**config.mk**
```make
export PLATFORM = sky130hd
export DESIGN_NAME = wb_forward_unit
export DESIGN_NICKNAME = d
export VERILOG_FILES = /design/src/rtl/wb_forward_unit.sv
export SDC_FILE = /design/constraint.sdc
export NUM_CORES = 1
export LEC_CHECK = 0
export CORE_ASPECT_RATIO = 0.6
export CORE_UTILIZATION = 56
export DETAILED_ROUTE_END_ITERATION = 12
export MAX_ROUTING_LAYER = met4
export PLACE_DENSITY = 0.77
export SYNTH_ARGS = -nofsm -noshare
export SYNTH_HDL_FRONTEND = slang
export SYNTH_SLANG_ARGS = --single-unit
```
**constraint.sdc**
```tcl
create_clock -name CLOCK -period 15.21 [get_ports CLOCK]
set_input_delay 3.8025 -clock CLOCK [delete_from_list [all_inputs] [get_ports CLOCK]]
set_output_delay 3.8025 -clock CLOCK [all_outputs]
set_load 0.05 [all_outputs]
```
**src/rtl/wb_forward_unit.sv**
```systemverilog
// rtl/wb_forward_unit.sv - writeback consumer: pending scoreboard, writeback history, operand forwarding and stall
// Optional macro WBFWD_STATS_EN adds the StallCycles_OUT / FwdHits_OUT counters.
module wb_forward_unit #(
    parameter int HIST_DEPTH = 4,
    parameter int CNT_W      = 2
) (
    input  logic        CLOCK,
    input  logic        RESET,
    input  logic        IssueValid_IN,
    input  logic [4:0]  IssueDest_IN,
    output logic        IssueReady_OUT,
    input  logic        write_IN,
    input  logic [4:0]  WBRegister_IN,
    input  logic [31:0] WBRegisterValue_IN,
    input  logic [4:0]  ReadRegister1_IN,
    input  logic [4:0]  ReadRegister2_IN,
    input  logic [31:0] RegData1_IN,
    input  logic [31:0] RegData2_IN,
    output logic [31:0] Operand1_OUT,
    output logic [31:0] Operand2_OUT,
    output logic        Stall_OUT,
    output logic        ErrUnderflow_OUT
`ifdef WBFWD_STATS_EN
    ,
    output logic [31:0] StallCycles_OUT,
    output logic [31:0] FwdHits_OUT
`endif
);

    localparam int PTR_W = $clog2(HIST_DEPTH);
    localparam logic [CNT_W-1:0] CNT_MAX = '1;
    localparam logic [CNT_W-1:0] CNT_ONE = CNT_W'(1);

    logic [CNT_W-1:0]      pending_q [32];
    logic [CNT_W-1:0]      pending_d [32];
    logic [HIST_DEPTH-1:0] hist_vld_q, hist_vld_d;
    logic [4:0]            hist_reg_q [HIST_DEPTH];
    logic [31:0]           hist_val_q [HIST_DEPTH];
    logic [PTR_W-1:0]      head_q, head_d;
    logic                  err_q, err_d;

    logic                  issue_acc;
    logic                  wb_eff;
    logic [4:0]            src     [2];
    logic [31:0]           rf_data [2];
    logic [31:0]           operand [2];
    logic [1:0]            fwd_hit;
    logic [1:0]            src_stall;

    assign src[0]     = ReadRegister1_IN;
    assign src[1]     = ReadRegister2_IN;
    assign rf_data[0] = RegData1_IN;
    assign rf_data[1] = RegData2_IN;

    assign IssueReady_OUT   = (IssueDest_IN == 5'd0) || (pending_q[IssueDest_IN] != CNT_MAX);
    assign issue_acc        = IssueValid_IN && IssueReady_OUT && (IssueDest_IN != 5'd0);
    assign wb_eff           = write_IN && (WBRegister_IN != 5'd0);
    assign Operand1_OUT     = operand[0];
    assign Operand2_OUT     = operand[1];
    assign Stall_OUT        = |src_stall;
    assign ErrUnderflow_OUT = err_q;

    // Same-register issue and retire in one cycle cancel out.
    always_comb begin
        for (int r = 0; r < 32; r++) begin
            pending_d[r] = pending_q[r];
            if (issue_acc && (IssueDest_IN == 5'(r))) begin
                if (!(wb_eff && (WBRegister_IN == 5'(r)) && (pending_q[r] != '0)))
                    pending_d[r] = pending_q[r] + CNT_ONE;
            end else if (wb_eff && (WBRegister_IN == 5'(r)) && (pending_q[r] != '0)) begin
                pending_d[r] = pending_q[r] - CNT_ONE;
            end
        end
        err_d = err_q || (wb_eff && (pending_q[WBRegister_IN] == '0));
    end

    // Issue invalidates stale copies before the new writeback is stored.
    always_comb begin
        hist_vld_d = hist_vld_q;
        if (issue_acc) begin
            for (int k = 0; k < HIST_DEPTH; k++) begin
                if (hist_reg_q[k] == IssueDest_IN)
                    hist_vld_d[k] = 1'b0;
            end
        end
        if (wb_eff)
            hist_vld_d[head_q] = 1'b1;
        head_d = head_q + PTR_W'(wb_eff);
    end

    // Scan oldest to newest so the newest matching entry wins.
    always_comb begin
        logic             hhit;
        logic [31:0]      hval;
        logic             wmatch;
        logic [PTR_W-1:0] idx;
        for (int n = 0; n < 2; n++) begin
            hhit = 1'b0;
            hval = '0;
            idx  = '0;
            for (int k = 0; k < HIST_DEPTH; k++) begin
                idx = head_q + PTR_W'(k);
                if (hist_vld_q[idx] && (hist_reg_q[idx] == src[n])) begin
                    hhit = 1'b1;
                    hval = hist_val_q[idx];
                end
            end
            wmatch = write_IN && (WBRegister_IN == src[n]);
            if (src[n] == 5'd0)  operand[n] = '0;
            else if (wmatch)     operand[n] = WBRegisterValue_IN;
            else if (hhit)       operand[n] = hval;
            else                 operand[n] = rf_data[n];
            fwd_hit[n]   = (src[n] != 5'd0) && (wmatch || hhit);
            src_stall[n] = (src[n] != 5'd0) && (pending_q[src[n]] != '0)
                           && !(wmatch && (pending_q[src[n]] == CNT_ONE));
        end
    end

    always_ff @(posedge CLOCK or posedge RESET) begin
        if (RESET) begin
            for (int r = 0; r < 32; r++)
                pending_q[r] <= '0;
            for (int k = 0; k < HIST_DEPTH; k++) begin
                hist_reg_q[k] <= '0;
                hist_val_q[k] <= '0;
            end
            hist_vld_q <= '0;
            head_q     <= '0;
            err_q      <= 1'b0;
        end else begin
            for (int r = 0; r < 32; r++)
                pending_q[r] <= pending_d[r];
            if (wb_eff) begin
                hist_reg_q[head_q] <= WBRegister_IN;
                hist_val_q[head_q] <= WBRegisterValue_IN;
            end
            hist_vld_q <= hist_vld_d;
            head_q     <= head_d;
            err_q      <= err_d;
        end
    end

`ifdef WBFWD_STATS_EN
    logic [31:0] stall_cnt_q, fwd_cnt_q;

    always_ff @(posedge CLOCK or posedge RESET) begin
        if (RESET) begin
            stall_cnt_q <= '0;
            fwd_cnt_q   <= '0;
        end else begin
            stall_cnt_q <= stall_cnt_q + 32'(Stall_OUT);
            fwd_cnt_q   <= fwd_cnt_q + 32'(|fwd_hit);
        end
    end

    assign StallCycles_OUT = stall_cnt_q;
    assign FwdHits_OUT     = fwd_cnt_q;
`else
    logic unused_fwd_hit;
    assign unused_fwd_hit = |fwd_hit;
`endif

endmodule

```
# Word-level counts from Yosys, hierarchy flattened
# Index checks and enable logic that the tools add are counted.
classes:
  addsub: 68
  n_mul: 0
  n_div: 0
  magnitude_cmp: 14
  eq_ne: 111
  n_shift: 0
  n_mux: 176
  n_bitwise: 9
  reduce_logical: 230
ops:
  columns: ["cell", "n"]
  rows:
  - ["$mux W32", 23]
  - ["$bmux W32 S2", 4]
  - ["$mux W2", 104]
  - ["$eq A5 B5 Y1 const B", 32]
  - ["$reduce_bool A2 Y1", 66]
  - ["$bwmux W128", 1]
  - ["$logic_and A1 B1 Y1", 118]
  - ["$eq A5 B4 Y1 const B", 16]
  - ["$eq A5 B5 Y1", 14]
  - ["$add A2 B1 Y2 const B", 33]
  - ["$ne A2 B2 Y1 const B", 33]
  - ["$demux W32 S2", 1]
  - ["$reduce_and A2 Y1", 32]
  - ["$sub A2 B1 Y2 const B", 32]
  - ["$mux W5", 9]
  - ["$bmux W2 S5", 4]
  - ["$bmux W5 S2", 4]
  - ["$eq A5 B3 Y1 const B", 8]
  - ["$ge A6 B6 Y1 const B", 4]
  - ["$not A5 Y6", 4]
  - ["$bwmux W20", 1]
  - ["$eq A5 B2 Y1 const B", 4]
  - ["$logic_not A5 Y1", 4]
  - ["$reduce_bool A5 Y1", 4]
  - ["19 further kinds", 53]
totals:
  register_bits: 219
  latchBits: 0
  mem_bits_rw: 0
  romBits: 0
  input_bits: 120
  memories: 0

# Logic depth before layout (Yosys ltp)
logic_depth:
  depth_word: 13
  mapped_depth: 16

# Least setup slack after synthesis
# No wires, ideal clock.
synth_timing:
  kind: "in2out"
  start: "input ReadRegister1_IN[0]"
  end: "output Operand1_OUT[11]"
  t_arrival_ns: 6.609
  required_time_ns: 11.408
  path_slack_ns: 4.799
  cell_stages: 8
  cell_sequence: "clkbuf_1 -> buf_2 -> xnor2_1 -> and3_1 -> a2111oi_2 -> buf_2 -> a211oi_1 -> a211oi_1"
synth_between:
  elab_chain_cells: 9
  word_cells_on_any_way: 22
  classes_between: "5 x eq/ne; 11 x mux; 6 x reduce/logical"
synth_lines:
  columns: ["item", "line_no", "text"]
  rows:
  - ["start, declared", "15", "input logic [4:0] ReadRegister1_IN,"]
  - ["$eq A5 B5 Y1", "103", "if (hist_vld_q[idx] && (hist_reg_q[idx] == src[n])) begin"]
  - ["$logic_and A1 B1 Y1", "103", null]
  - ["$mux W32 or $mux W1 (tied branches) (4 in series)", "103", null]
  - ["$mux W32", "111", "else if (hhit) operand[n] = hval;"]
  - ["$mux W32", "110", "else if (wmatch) operand[n] = WBRegisterValue_IN;"]
  - ["$mux W32 (*)", "109", "if (src[n] == 5'd0) operand[n] = '0;"]
  - ["end, declared", "19", "output logic [31:0] Operand1_OUT,"]
# Every way passes the cells marked *; elsewhere a longest branch is shown, timed or not.

# Worst setup path in the final report
layout_timing:
  start: "input ReadRegister2_IN[2]"
  end: "output Operand2_OUT[31]"
layout_between:
  elab_chain_cells: 9
  word_cells_on_any_way: 22
  classes_between: "5 x eq/ne; 11 x mux; 6 x reduce/logical"
layout_lines:
  columns: ["item", "line_no", "text"]
  rows:
  - ["start, declared", "16", "input logic [4:0] ReadRegister2_IN,"]
  - ["$eq A5 B5 Y1", "103", null]
  - ["$logic_and A1 B1 Y1", "103", null]
  - ["$mux W32 or $mux W1 (tied branches) (4 in series)", "103", null]
  - ["$mux W32", "111", null]
  - ["$mux W32", "110", null]
  - ["$mux W32 (*)", "109", null]
  - ["end, declared", "20", "output logic [31:0] Operand2_OUT,"]
# Marked as above.

==> flow_metrics.tcl <==
set metrics [dict create \
    final.min_clock_period_ps 11770 \
    drive_above_1_share 0.231 \
    cts-root-buf "clkbuf_16" \
    wl_per_cell_um 27.3 \
    p_total_w 0.00603 \
    vias 17326 \
    hold_ws_ps 472 \
    async_reset_ff_frac 1.00 \
    grtUsageTotal 0.388 \
    netlist_area_sq_mm 0.0189 \
    layout_setup_ws_ps 3440 \
    post-cts-setup-buffers 0 \
    synth_compound_area_frac 0.158 \
    pwr_density_cell_mw_per_mm2 278 \
    grt_pass1_wl_um 99200 \
    slew-limit-headroom 0.180 \
    reg2reg_depth 5 \
    synth_cell_type_count 59 \
    rsz0062_at_grt "false" \
    hold_class "reg -> reg" \
    cts_hold_buf 0 \
    leakage_nw 7.89 \
    antenna_left 0 \
    tightest_slew_ps 1230 \
    worst-endpoint-required_ps 11410 \
    mostFrequentLayoutCells "dfrtp_1 (217), mux4_2 (190), clkdlybuf4s50_1 (186)" \
    vdd_drop_max_v 0.000248 \
    use_met1 0.543 \
    fin_skew_ps 29.0 \
    synth_top_family_by_area "multiplexers" \
    numPortBuffers 186 \
    layout.nets 1999 \
    numCtsBuffers 23 \
    use_met2 0.533 \
    routed_wirelength_um 64200 \
    setup_tns_ps 0 \
    worstSetupPathType "in -> out" \
    worstPathCellList "clkdlybuf4s50_1, xor2_1, nor3_1, and4_1, buf_4, a2111oi_4, buf_4, a221oi_1, o21ai_0, clkdlybuf4s50_1" \
    use_met3 0.121 \
    ctsHtreeMaxLevel 1 \
    max_freq_mhz 85.0 \
    grt_overflow 0 \
    die_area_sq_mm 0.0345 \
    grt_pass1_vias 16936 \
    antenna_found_initial 4 \
    via_per_inst 7.39 \
    clock-sinks 219 \
    first_pass_iters 7 \
    busiest_layer "met1" \
    start_util 0.576 \
    cts_max_path_buffers 3 \
    cp.arrival_ps 7960 \
    route.detailed.drc 0 \
    crit_slowest_cell "clkdlybuf4s50_1" \
    status "complete, no violations" \
    synth_xor_area_frac 0.0481 \
    min-delay-start "pending_q[63]" \
    dieWidth_um 239 \
    preCtsSetupSlack_ps 3630 \
    fp.coreArea_sq_mm 0.0328 \
    synthMuxAreaShare 0.323 \
    final_common_cell "dfrtp_1" \
    synth_edf_count 0 \
    synth_top_flop_cell "dfrtp_1" \
    synth_nets 1915 \
    clkSlewWorstSetupHoldPaths_ps 70 \
    place_hpwl_um 43200 \
    gp_congestion 0.999 \
    syn_to_final_growth_pct 14.8 \
    cp-end-kind "output pin" \
    r2r_slack_ps 11920 \
    holdPathStages 0 \
    synth.yosys.warnings 0 \
    cp_max_fo 33 \
    cts_resized 0 \
    slowest_delay_ps 940 \
    row_count 51 \
    utilization 0.661 \
    cts_tree "built" \
    rr_startpoint "head_q[0]" \
    synthCells 1790 \
    finalCritPeriodShare 0.774 \
    synth-seq-cells 219 \
    die_h_um 144 \
    holdPathEnd "pending_q[63]" \
    rr_endpoint "hist_val_q[93]" \
    ios 187 \
    cap_violations 0 \
    setup_viol 0 \
    finalHoldViolations 0 \
    synth-simple-area-share 0.134 \
    syn_area_per_cell_sq_um 10.6 \
    slew_viol_final 0 \
    grt_max_degree 111 \
    clk_latency_ps 550 \
    drt_iter0_drc 2745 \
    start_kind "input port" \
    ys_seq_area_frac 0.290 \
    yosys.area_share.adder 0.00331 \
]
-- state kept, by name (all words and copies together), names as in the netlist --
signal	flops
hist_val_q	128
pending_q	64
hist_reg_q	20
hist_vld_q	4
head_q	2
ErrUnderflow_OUT	1
-- power by group --
part / total [W] / internal (W) / leakage [nW] / switching, W
Sequential: 0.00130 / 0.000848 / 2.64 / 0.000450
Combinational: 0.00417 / 0.00191 / 4.90 / 0.00226
Clock: 0.000565 / 0.000313 / 0.351 / 0.000252
Total: 0.00603 / 0.00308 / 7.89 / 0.00296
-- worst max path at each step --
stage                     slack (ps)                start  cells past startpoint          endpoint
after floorplan                 4800  ReadRegister1_IN[0]                      8  Operand1_OUT[11]
after global placement          3700  ReadRegister2_IN[2]                     10  Operand2_OUT[31]
after detailed placement        3630  ReadRegister2_IN[2]                     10  Operand2_OUT[31]
after CTS                       3600  ReadRegister2_IN[2]                     10  Operand2_OUT[31]
after global routing            3340  ReadRegister2_IN[2]                     10  Operand2_OUT[31]
final                           3440  ReadRegister2_IN[2]                     10  Operand2_OUT[31]
-- cell families after synthesis --
family / after synthesis
AND/OR/NAND/NOR: 486
AO/OA/AOI/OAI: 446
multiplexers: 346
flip-flops: 219
buffers and inverters: 186
XOR/XNOR: 102
adder cells (fa/ha/maj): 5
-- synth_stat cells, types with 6 or more instances --
| master | count | share of area |
|---|---|---|
| o22ai_1 | 9 | 0.0030 |
| nand2b_1 | 30 | 0.0099 |
| mux2_2 | 147 | 0.088 |
| xor2_1 | 33 | 0.015 |
| nor2_1 | 100 | 0.020 |
| or3_1 | 53 | 0.018 |
| and2_1 | 51 | 0.017 |
| a21oi_1 | 79 | 0.021 |
| a211oi_1 | 20 | 0.0079 |
| nand4_1 | 8 | 0.0027 |
| mux4_2 | 190 | 0.23 |
| nand3_1 | 21 | 0.0056 |
| o311ai_1 | 6 | 0.0028 |
| dfrtp_1 | 219 | 0.29 |
| a31oi_1 | 6 | 0.0020 |
| nor3b_1 | 25 | 0.0099 |
| inv_1 | 20 | 0.0040 |
| buf_6 | 6 | 0.0036 |
| a22o_1 | 7 | 0.0032 |
| o21ai_1 | 19 | 0.0050 |
| nor3_1 | 41 | 0.011 |
| clkbuf_1 | 108 | 0.021 |
| nor2b_1 | 38 | 0.013 |
| nand2_1 | 98 | 0.019 |
| o21ai_0 | 146 | 0.039 |
| xnor2_1 | 67 | 0.031 |
| a221oi_1 | 118 | 0.055 |
| buf_2 | 38 | 0.010 |
| a221o_1 | 9 | 0.0048 |
| buf_1 | 9 | 0.0018 |
-- cell type report --
| class | count | area [sq um] |
|---|---|---|
| antenna | 5 | 12.5 |
| clock buffer | 32 | 639 |
| clock inverter | 10 | 93.8 |
| fill | 2493 | 11100 |
| inverter | 20 | 82.6 |
| multi-input combinational | 1385 | 12600 |
| sequential | 219 | 5490 |
| tap | 450 | 563 |
| timing repair buffer | 225 | 2150 |
-- stage by stage --
step / cell area [sq um] / std cells
floorplan: 18900 / 1790
global placement: 20900 / 2299
detailed placement: 20900 / 2299
CTS: 21700 / 2341
global route: 21700 / 2345
finish: 21700 / 2346
-- critical path, delay by kind of cell --
family                    cells  cell delay (ps)
and+or+nand+nor               2              280
buffers and inverters         4             2560
AOI/OAI and AO/OA             3             1040
xor gates and xnor gates      1              210
-- routing by layer --
metal / routed length (um) / vias up / share of wire
met3: 9490 / 201 / 0.15
met5: 0 / - / 0
met1: 25400 / 8633 / 0.40
li1: - / 7154 / -
met4: 2190 / 0 / 0.034
met2: 27100 / 1338 / 0.42
Power figures use the tool's default switching activity.
